[config.mk]
export PLATFORM = sky130hd
export DESIGN_NAME = controlador_interrupcao
export DESIGN_NICKNAME = d
export VERILOG_FILES = /design/src/rtl/controlador_interrupcao_pkg.sv /design/src/rtl/controlador_interrupcao_contador_quantum.sv /design/src/rtl/controlador_interrupcao.sv
export SDC_FILE = /design/constraint.sdc
export NUM_CORES = 1
export LEC_CHECK = 0
export CAP_MARGIN = 20
export CORE_AREA = 2 2 94 96
export CTS_CLUSTER_DIAMETER = 80
export DETAILED_ROUTE_END_ITERATION = 6
export DIE_AREA = 0 0 96 98
export HOLD_SLACK_MARGIN = 0.03
export PLACE_DENSITY = 0.7
export SETUP_SLACK_MARGIN = 0.3
export SLEW_MARGIN = 20
export SYNTH_ARGS = -nofsm -noshare
export SYNTH_HDL_FRONTEND = slang
export SYNTH_SLANG_ARGS = --single-unit
[constraint.sdc]
create_clock -name Clock -period 6.6 [get_ports Clock]
set_clock_uncertainty 0.05 [all_clocks]
set_input_delay 1.32 -clock Clock [delete_from_list [all_inputs] [get_ports Clock]]
set_output_delay 1.32 -clock Clock [all_outputs]
set_load 0.03 [all_outputs]
[src/rtl/controlador_interrupcao_pkg.sv]
// Shared constants and types for the interrupt controller: cause codes,
// controller states and default widths.
package controlador_interrupcao_pkg;

  localparam int unsigned QUANTUM_W_DEF = 16;
  localparam int unsigned PC_W_DEF      = 11;
  localparam int unsigned CAUSA_W       = 32;

  localparam logic [CAUSA_W-1:0] CAUSA_NENHUMA = 32'd0;
  localparam logic [CAUSA_W-1:0] CAUSA_CLOCK   = 32'd1;
  localparam logic [CAUSA_W-1:0] CAUSA_HALT    = 32'd2;

  typedef enum logic [1:0] {
    IDLE    = 2'd0,
    ARMED   = 2'd1,
    PENDING = 2'd2
  } estado_e;

endpackage

[src/rtl/controlador_interrupcao_contador_quantum.sv]
// One-shot loadable down-counter for the time slice. Clear beats load, and load
// beats expiry; hold parks the counter at 1 instead of expiring.
module contador_quantum #(
  parameter int unsigned W = 16
) (
  input  logic         clk,
  input  logic         rst_n,
  input  logic         load,
  input  logic [W-1:0] value,
  input  logic         clear,
  input  logic         hold,
  output logic         armed,
  output logic         armed_next_c,
  output logic         expire_c
);

  logic [W-1:0] count;
  logic [W-1:0] count_n;
  logic         armed_n;
  logic         at_one;

  always_comb begin
    at_one   = (count == W'(1));
    expire_c = armed && at_one && !hold && !load;
    count_n  = count;
    armed_n  = armed;
    if (clear) begin
      count_n = '0;
      armed_n = 1'b0;
    end else if (load) begin
      count_n = value;
      armed_n = (value != '0);
    end else if (armed && !(at_one && hold)) begin
      count_n = count - W'(1);
      if (at_one) armed_n = 1'b0;
    end
    armed_next_c = armed_n;
  end

  always_ff @(posedge clk or negedge rst_n) begin
    if (!rst_n) begin
      count <= '0;
      armed <= 1'b0;
    end else begin
      count <= count_n;
      armed <= armed_n;
    end
  end

endmodule

[src/rtl/controlador_interrupcao.sv]
// Interrupt controller: time-slice and halt interrupts with cause/PC latches.
// Optional macro INT_KERNEL_GUARD_EN defers timer expiry while PC is in kernel space.
module controlador_interrupcao
  import controlador_interrupcao_pkg::*;
#(
  parameter int unsigned QUANTUM_W = QUANTUM_W_DEF,
  parameter int unsigned PC_W      = PC_W_DEF,
  parameter logic [PC_W-1:0] KERNEL_LIMIT = PC_W'(512)
) (
  input  logic                 Clock,
  input  logic                 ResetN,
  input  logic                 Halt,
  input  logic                 SetClock,
  input  logic [QUANTUM_W-1:0] TimeSlice,
  input  logic [PC_W-1:0]      PC,
  input  logic                 GetInterruption,
  output logic                 IntHalt,
  output logic                 IntClk,
  output logic                 Pending,
  output logic [CAUSA_W-1:0]   Cause,
  output logic [PC_W-1:0]      SavedPC
);

`ifdef INT_KERNEL_GUARD_EN
  localparam bit GUARD_ON = 1'b1;
`else
  localparam bit GUARD_ON = 1'b0;
`endif

  localparam logic [1:0] S_IDLE    = IDLE;
  localparam logic [1:0] S_ARMED   = ARMED;
  localparam logic [1:0] S_PENDING = PENDING;

  logic [1:0]         state;
  logic [1:0]         state_n;
  logic               halt_q;
  logic               halt_rise_c;
  logic               hold_c;
  logic               timer_ok_c;
  logic               armed;
  logic               armed_next_c;
  logic               expire_c;
  logic               int_halt_n;
  logic               int_clk_n;
  logic [CAUSA_W-1:0] cause_n;
  logic [PC_W-1:0]    saved_n;

  assign halt_rise_c = Halt && !halt_q;
  assign hold_c      = GUARD_ON && (PC < KERNEL_LIMIT);

  contador_quantum #(.W(QUANTUM_W)) u_contador (
    .clk          (Clock),
    .rst_n        (ResetN),
    .load         (SetClock),
    .value        (TimeSlice),
    .clear        (halt_rise_c),
    .hold         (hold_c),
    .armed        (armed),
    .armed_next_c (armed_next_c),
    .expire_c     (expire_c)
  );

  // Priority: halt, then timer (dropped under a pending halt), then acknowledge.
  always_comb begin
    state_n    = state;
    int_halt_n = 1'b0;
    int_clk_n  = 1'b0;
    cause_n    = Cause;
    saved_n    = SavedPC;
    timer_ok_c = 1'b1;

    if (state == S_PENDING) timer_ok_c = (Cause != CAUSA_HALT);

    if (halt_rise_c) begin
      int_halt_n = 1'b1;
      cause_n    = CAUSA_HALT;
    end else if (expire_c && timer_ok_c) begin
      int_clk_n  = 1'b1;
      cause_n    = CAUSA_CLOCK;
      saved_n    = PC;
    end else if (GetInterruption) begin
      cause_n    = CAUSA_NENHUMA;
    end

    case (state)
      S_IDLE, S_ARMED: begin
        if (cause_n != CAUSA_NENHUMA) state_n = S_PENDING;
        else                          state_n = armed_next_c ? S_ARMED : S_IDLE;
      end
      S_PENDING: begin
        if (cause_n == CAUSA_NENHUMA) state_n = armed_next_c ? S_ARMED : S_IDLE;
      end
      default: state_n = S_IDLE;
    endcase
  end

  always_ff @(posedge Clock or negedge ResetN) begin
    if (!ResetN) begin
      state   <= S_IDLE;
      halt_q  <= 1'b0;
      IntHalt <= 1'b0;
      IntClk  <= 1'b0;
      Pending <= 1'b0;
      Cause   <= CAUSA_NENHUMA;
      SavedPC <= '0;
    end else begin
      state   <= state_n;
      halt_q  <= Halt;
      IntHalt <= int_halt_n;
      IntClk  <= int_clk_n;
      Pending <= (cause_n != CAUSA_NENHUMA);
      Cause   <= cause_n;
      SavedPC <= saved_n;
    end
  end

  // Armed is tracked by the counter; the FSM only mirrors it when nothing is pending.
  logic unused_ok;
  assign unused_ok = armed;

endmodule

==> metrics.md, run 1 <==
| Metric | Value |
|---|---|
| Fraction of registers with async set/reset | `100%` |
| Status | `completed` |
| TritonRoute pass-1 iters | `4` |
| TritonCTS clock tree | `done` |
| Hold Fails Final Rpt | `0` |
| CP max FO | `19` |
| Final Worst Setup Slack | `3.15 ns` |
| Initial DRC Count | `37` |
| Skew-Pair Late Insertion Delay | `0.34 ns` |
| Dpl hpwl | `4470 um` |
| Post-Route WL | `6400 um` |
| # IOs | `78` |
| Dpl cells | `423` |
| Drt wl/cell | `14.6 um` |
| Die width | `96 um` |
| Vias in the first global route | `2114` |
| Core box area | `8470 um^2` |
| Non-filler cells, final | `439` |
| Remaining Overflow, GRT | `0` |
| CTS Sinks | `66` |
| ANT cells | `0` |
| PostCTS Resize Cnt | `0` |
| Core Util, Final | `46.7%` |
| Data arrival, critical path | `3.62 ns` |
| Cell Area, Synth | `2880 um^2` |
| Synth Area per Inst | `11.7 um^2` |
| Layout area overhead | `37.3%` |
| Final min period | `3.45 ns` |
| Largest net degree at the start of global routing | `67` |
| Worst-Margin Slew | `0.813 ns` |
| Achievable Freq | `290 MHz` |
| Number of vias per cell | `4.73` |
| Max Root-Sink Buffers | `2` |
| Clock transition at path regs | `0.08 ns` |
| Die height | `98 um` |
| # DRC | `0` |
| Fin. max-slew vios | `0` |
| ANT nets after route | `0` |
| Gp weighted congestion | `0.785` |
| Die Area | `9410 um^2` |
| Register area share after synthesis | `57.4%` |
| Share of layout cells above drive strength 1 | `11.5%` |
| Post-synth EDFFs | `0` |
| GRT Overall Usage | `14.0%` |
| CP Capture Type | `flop` |
| FILL cells | `784` |
| WS Path Type | `primary input to flop` |
| Port Buffer Count | `77` |
| Initial antenna violation count | `0` |
| Synthesized flop and latch total | `66` |
| First-pass GRT wire length | `10300 um` |
| Via count | `2077` |
| Fin Setup TNS | `0 ns` |
| Post-CTS Setup Inserts | `0` |
| Syn Nets | `281` |
| Final setup viols | `0` |
| Crit path required time | `6.77 ns` |
| Static leakage | `0.00178 uW` |
| Slew HR | `45.8%` |
| Nets | `360` |
| Max Cap Viol | `0` |
| Rows | `34` |
| Post-CTS Hold Fix Bufs | `0` |
| Pwr dens | `233 nW/um^2` |
| RSZ-0062 raised after global routing | `no` |
| CP Launch Type | `primary input` |
| Pre-CTS setup slack | `2.80 ns` |
| CTS HTree Levels | `3` |
| Tcrit/Tclk final | `52.2%` |
| Hold Crit Class | `flop to flop` |
| Yosys Warn Count | `0` |
| Clock root cell | `clkbuf_8` |
| VDD IR max | `0.144 mV` |
| Cts bufs inserted | `9` |
| Initial Util | `34.0%` |
| Post-synthesis cell type count | `38` |
| Post-synth top flop | `dfrtp_1` |
| Syn Inst Count | `247` |
==> metal layers <==
metal / GRT usage [%] / wire (um)
met5: 0 / 0
met3: 4.63 / 407
met1: 19.0 / 3000
met2: 21.6 / 2930
met4: 3.63 / 62
==> cell families (layout without fill, tap and decap cells) <==
group	after synthesis	in the layout	share of synthesized area [%]
xor+xnor	14	14	4.26
compound gates	27	27	5.61
mux	15	15	7.04
buf+inv	16	100	2.87
flops	66	66	57.4
fa+ha+maj	2	2	0.869
simple gates	107	107	22.0
==> placed cells by master (no fill, tap or decap), drive strengths merged, types with 2 or more instances in the layout <==
master | synthesis | final
clkbuf | 7 | 9
nand4 | 6 | 6
o21ai | 9 | 9
nor3b | 3 | 3
dfrtp | 66 | 66
mux2 | 12 | 12
inv | 6 | 8
or3 | 2 | 2
clkinvlp | 0 | 2
ha | 2 | 2
nand2 | 8 | 8
nand3 | 4 | 4
a21oi | 10 | 10
and2 | 33 | 33
nor2b | 3 | 3
o211a | 2 | 2
or2 | 2 | 2
xor2 | 7 | 7
a211oi | 3 | 3
clkdlybuf4s50 | 0 | 76
buf | 3 | 2
bufinv | 0 | 2
or4 | 2 | 2
mux2i | 3 | 3
xnor2 | 7 | 7
nand3b | 2 | 2
nor2 | 16 | 16
nor4 | 12 | 12
nor3 | 10 | 10
==> where the power goes <==
group	leakage [uW]	switching [uW]	total (uW)	internal (uW)
Combinational	0.000784	53.2	103	49.3
Clock	0.000106	165	381	216
Sequential	0.000885	17.7	438	420
Total	0.00178	236	921	685
==> worst max-delay path, stage by stage <==
cell and delay, ns:
clkdlybuf4s50_1 0.79, nor4bb_1 0.58, nand3_2 0.13, or3_4 0.47
mux2_4 0.33
==> synthesized netlist by cell type (all sizes together), types with 6 or more instances <==
cell type	number	area, um^2
inv	6	22.5
nor4	12	75.1
clkbuf	7	26.3
dfrtp	66	1650
nor2	16	60.1
and2	33	206
nand4	6	37.5
mux2	12	173
nor3	10	61.3
xor2	7	61.3
o21ai	9	45.0
xnor2	7	61.3
a21oi	10	50.1
nand2	8	30.0
==> layout make-up <==
class	count	area (um^2)	share of cell area, %
clock buffers	9	124	3.13
multi-input cells	165	1140	29.0
well taps	108	135	3.42
inverters	6	22.5	0.570
repair buffers	78	773	19.6
flip-flops and latches	66	1650	41.8
clock inverters	7	101	2.56
==> worst paths after layout <==
kind,from,to,slack (ns),cells after the start
setup / recovery,SetClock,SavedPC[8],3.15,5
hold / removal,state[0],state[1],0.42,1
setup reg to reg,u_contador.count[8],SavedPC[8],4.22,5
hold reg to reg,state[0],state[1],0.42,1
max in group asynchronous,ResetN,Cause[9],4.86,2
min in group asynchronous,ResetN,u_contador.count[12],1.11,2
==> state kept, by name (all words and copies together), names as in the netlist <==
signal and flops:
Cause 32, u_contador.count 16, SavedPC 11, state 2, IntClk 1, IntHalt 1, Pending 1, halt_q 1
u_contador.armed 1
==> per-stage QoR <==
stage	total power, uW	hold WS (ns)	instance area, um^2
floorplan	503	0.385	2880
global placement	545	0.401	3730
detailed placement	548	0.407	3730
CTS	936	0.420	3950
global route	967	0.448	3950
finish	921	0.421	3950
Note: power is estimated with default switching activity, not from simulation.
==> inputs of run 2 (changes only) <==
clock period = 3.2 ns   (was 6.6 ns; I/O delays follow)
==> metrics.md, run 2 (synthesized netlist as in run 1, its figures left out) <==
| Metric | Value |
|---|---|
| Nets | `362 (+0.56%)` |
| Core box area | `8470 um^2 (unchanged)` |
| Rows | `34 (unchanged)` |
| Multi-input gate area | `1140 um^2 (unchanged)` |
| ANT cells | `0 (unchanged)` |
| Achievable Freq | `423 MHz` |
| Most frequent cells in the layout | `76 x clkdlybuf4s50_1, 66 x dfrtp_1, 33 x and2_1, 16 x nor2_1` |
| Initial antenna violation count | `0 (unchanged)` |
| Slew HR | `49.9% (+4.1 points)` |
| Largest stage delay on the critical path | `0.63 ns (-0.16 ns)` |
| Clock root cell | `clkbuf_8` |
| Worst Path Buf+Inv | `0 (-1)` |
| Die height | `98 um (unchanged)` |
| Fin. max-slew vios | `0 (unchanged)` |
| Largest register FFs | `32 (unchanged)` |
| Largest net degree at the start of global routing | `36 (-46%)` |
| GRT Overall Usage | `14.5% (+0.49 points)` |
| CP max FO | `11 (-8)` |
| Cts bufs inserted | `9 (unchanged)` |
| PostCTS Resize Cnt | `0 (unchanged)` |
| Setup crit end | `SavedPC[1]` |
| Dpl hpwl | `4470 um (about the same)` |
| Final Total Pwr | `1830 uW (+99%)` |
| # DRC | `0 (unchanged)` |
| Via count | `2101 (+1.2%)` |
| Setup crit start | `u_contador.count[8]` |
| Skew-Pair Late Insertion Delay | `0.34 ns (about the same)` |
| Initial DRC Count | `63 (+70%)` |
| TritonRoute pass-1 iters | `4 (unchanged)` |
| Share of layout cells above drive strength 1 | `11.4% (-0.035 points)` |
| Worst R2R Start | `u_contador.count[8]` |
| Initial Util | `34.0% (unchanged)` |
| Tcrit/Tclk final | `73.8%` |
| R2R setup slack | `0.84 ns (-3.38 ns)` |
| Crit path required time | `3.37 ns (-3.40 ns)` |
| TritonCTS clock tree | `done` |
| Gp weighted congestion | `0.821 (+4.6%)` |
| ANT nets after route | `0 (unchanged)` |
| Core Util, Final | `46.8% (+0.074 points)` |
| Largest registers | `Cause (32), u_contador.count (16), SavedPC (11)` |
| Critical-path top delay cell | `or4_1` |
| Number of vias per cell | `4.78 (+0.93%)` |
| Post-CTS Hold Fix Bufs | `0 (unchanged)` |
| Reg area | `1650 um^2 (unchanged)` |
| Crit-path leading delay family | `simple AND/OR/NAND/NOR gates` |
| Most common cell after layout, fill and taps aside | `clkdlybuf4s50_1` |
| First-pass GRT wire length | `10600 um (+3.6%)` |
| Fin Setup TNS | `0 ns (unchanged)` |
| Critical-path cell list | `or4_1, nor3_4, nand3_2, or3_4, mux2_4` |
| Status | `completed` |
| CTS HTree Levels | `3 (unchanged)` |
| CP Launch Type | `flop` |
| Hold Fails Final Rpt | `0 (unchanged)` |
| RSZ-0062 raised after global routing | `no` |
| Final setup viols | `0 (unchanged)` |
| R2R Path End | `SavedPC[1]` |
| Remaining Overflow, GRT | `0 (unchanged)` |
| WS Path Type | `flop to flop` |
| Post-Route WL | `6340 um (-1.0%)` |
| Max Root-Sink Buffers | `2 (unchanged)` |
| Layout area overhead | `37.5%` |
| Hold Crit Class | `primary input to asynchronous set/reset pin` |
| Worst-Margin Slew | `0.752 ns (-0.0612 ns)` |
| Vias in the first global route | `2199 (+4.0%)` |
| CTS Sinks | `66 (unchanged)` |
| VDD IR max | `0.214 mV (+48%)` |
| Drt wl/cell | `14.4 um (-1.2%)` |
| Port Buffer Count | `77 (unchanged)` |
| Data arrival, critical path | `2.53 ns (-1.09 ns)` |
| Clock transition at path regs | `0.07 ns (about the same)` |
| Pwr dens | `463 nW/um^2 (+99%)` |
| Die Area | `9410 um^2 (unchanged)` |
| Top reg by flops | `Cause` |
| Max Cap Viol | `0 (unchanged)` |
| Static leakage | `0.00179 uW (+0.77%)` |
| FILL cells | `777 (-0.89%)` |
| Die width | `96 um (unchanged)` |
| Worst path depth | `5 (unchanged)` |
| R2R depth | `5 (unchanged)` |
| # IOs | `78 (unchanged)` |
| Final min period | `2.36 ns` |
| Post-CTS Setup Inserts | `0 (unchanged)` |
| CP Capture Type | `flop` |
[run 2: worst min-delay path by stage]
stage / from / end / slack (ns) / cells after the start
CTS: ResetN / SavedPC[2] / 0.33 / 1
detailed placement: state[0] / state[1] / 0.40 / 1
global route: ResetN / SavedPC[2] / 0.37 / 1
finish: ResetN / SavedPC[2] / 0.32 / 1
global placement: state[1] / state[1] / 0.40 / 1
floorplan: ResetN / Cause[0] / 0.29 / 0
[run 2: area by class of cell]
class,instances,area share (%)
Clock inverter,2,0.885
Clock buffer,13,4.27
Inverter,6,0.569
Sequential cell,66,41.7
Timing Repair Buffer,80,20.2
Multi-Input combinational cell,165,28.9
Tap cell,108,3.41
[run 2: worst reg2reg max path, stage by stage, from the launching register on]
cell and delay, ns:
dfrtp_1 0.43, or4_1 0.63, nor3_4 0.22, nand3_2 0.11, or3_4 0.47, mux2_4 0.34
[run 2: metal layers]
metal | wire length [um] | vias up | global-route usage, %
met5 | 0 | - | 0
met4 | 93 | 0 | 5.27
met3 | 476 | 8 | 5.25
met2 | 2810 | 75 | 21.6
met1 | 2960 | 1008 | 19.4
li1 | - | 1010 | -
[run 2: where the power goes]
group | switching [uW] | internal [uW] | total [uW] | leakage [uW]
clock | 297 | 419 | 715 | 0.000106
sequential | 34.8 | 867 | 902 | 0.000885
combinational | 110 | 105 | 215 | 0.000799
total | 441 | 1390 | 1830 | 0.00179
[run 2: stage by stage]
step	cell area (um^2)	std cells	worst slack (ns)	hold slack [ns]
2_1_floorplan	2880	247	0.947	0.294
3_3_place_gp	3750	425	0.575	0.401
3_5_place_dp	3750	425	0.559	0.403
4_1_cts	3960	440	0.788	0.334
5_1_grt	3960	440	0.621	0.369
6_report	3960	440	0.839	0.323
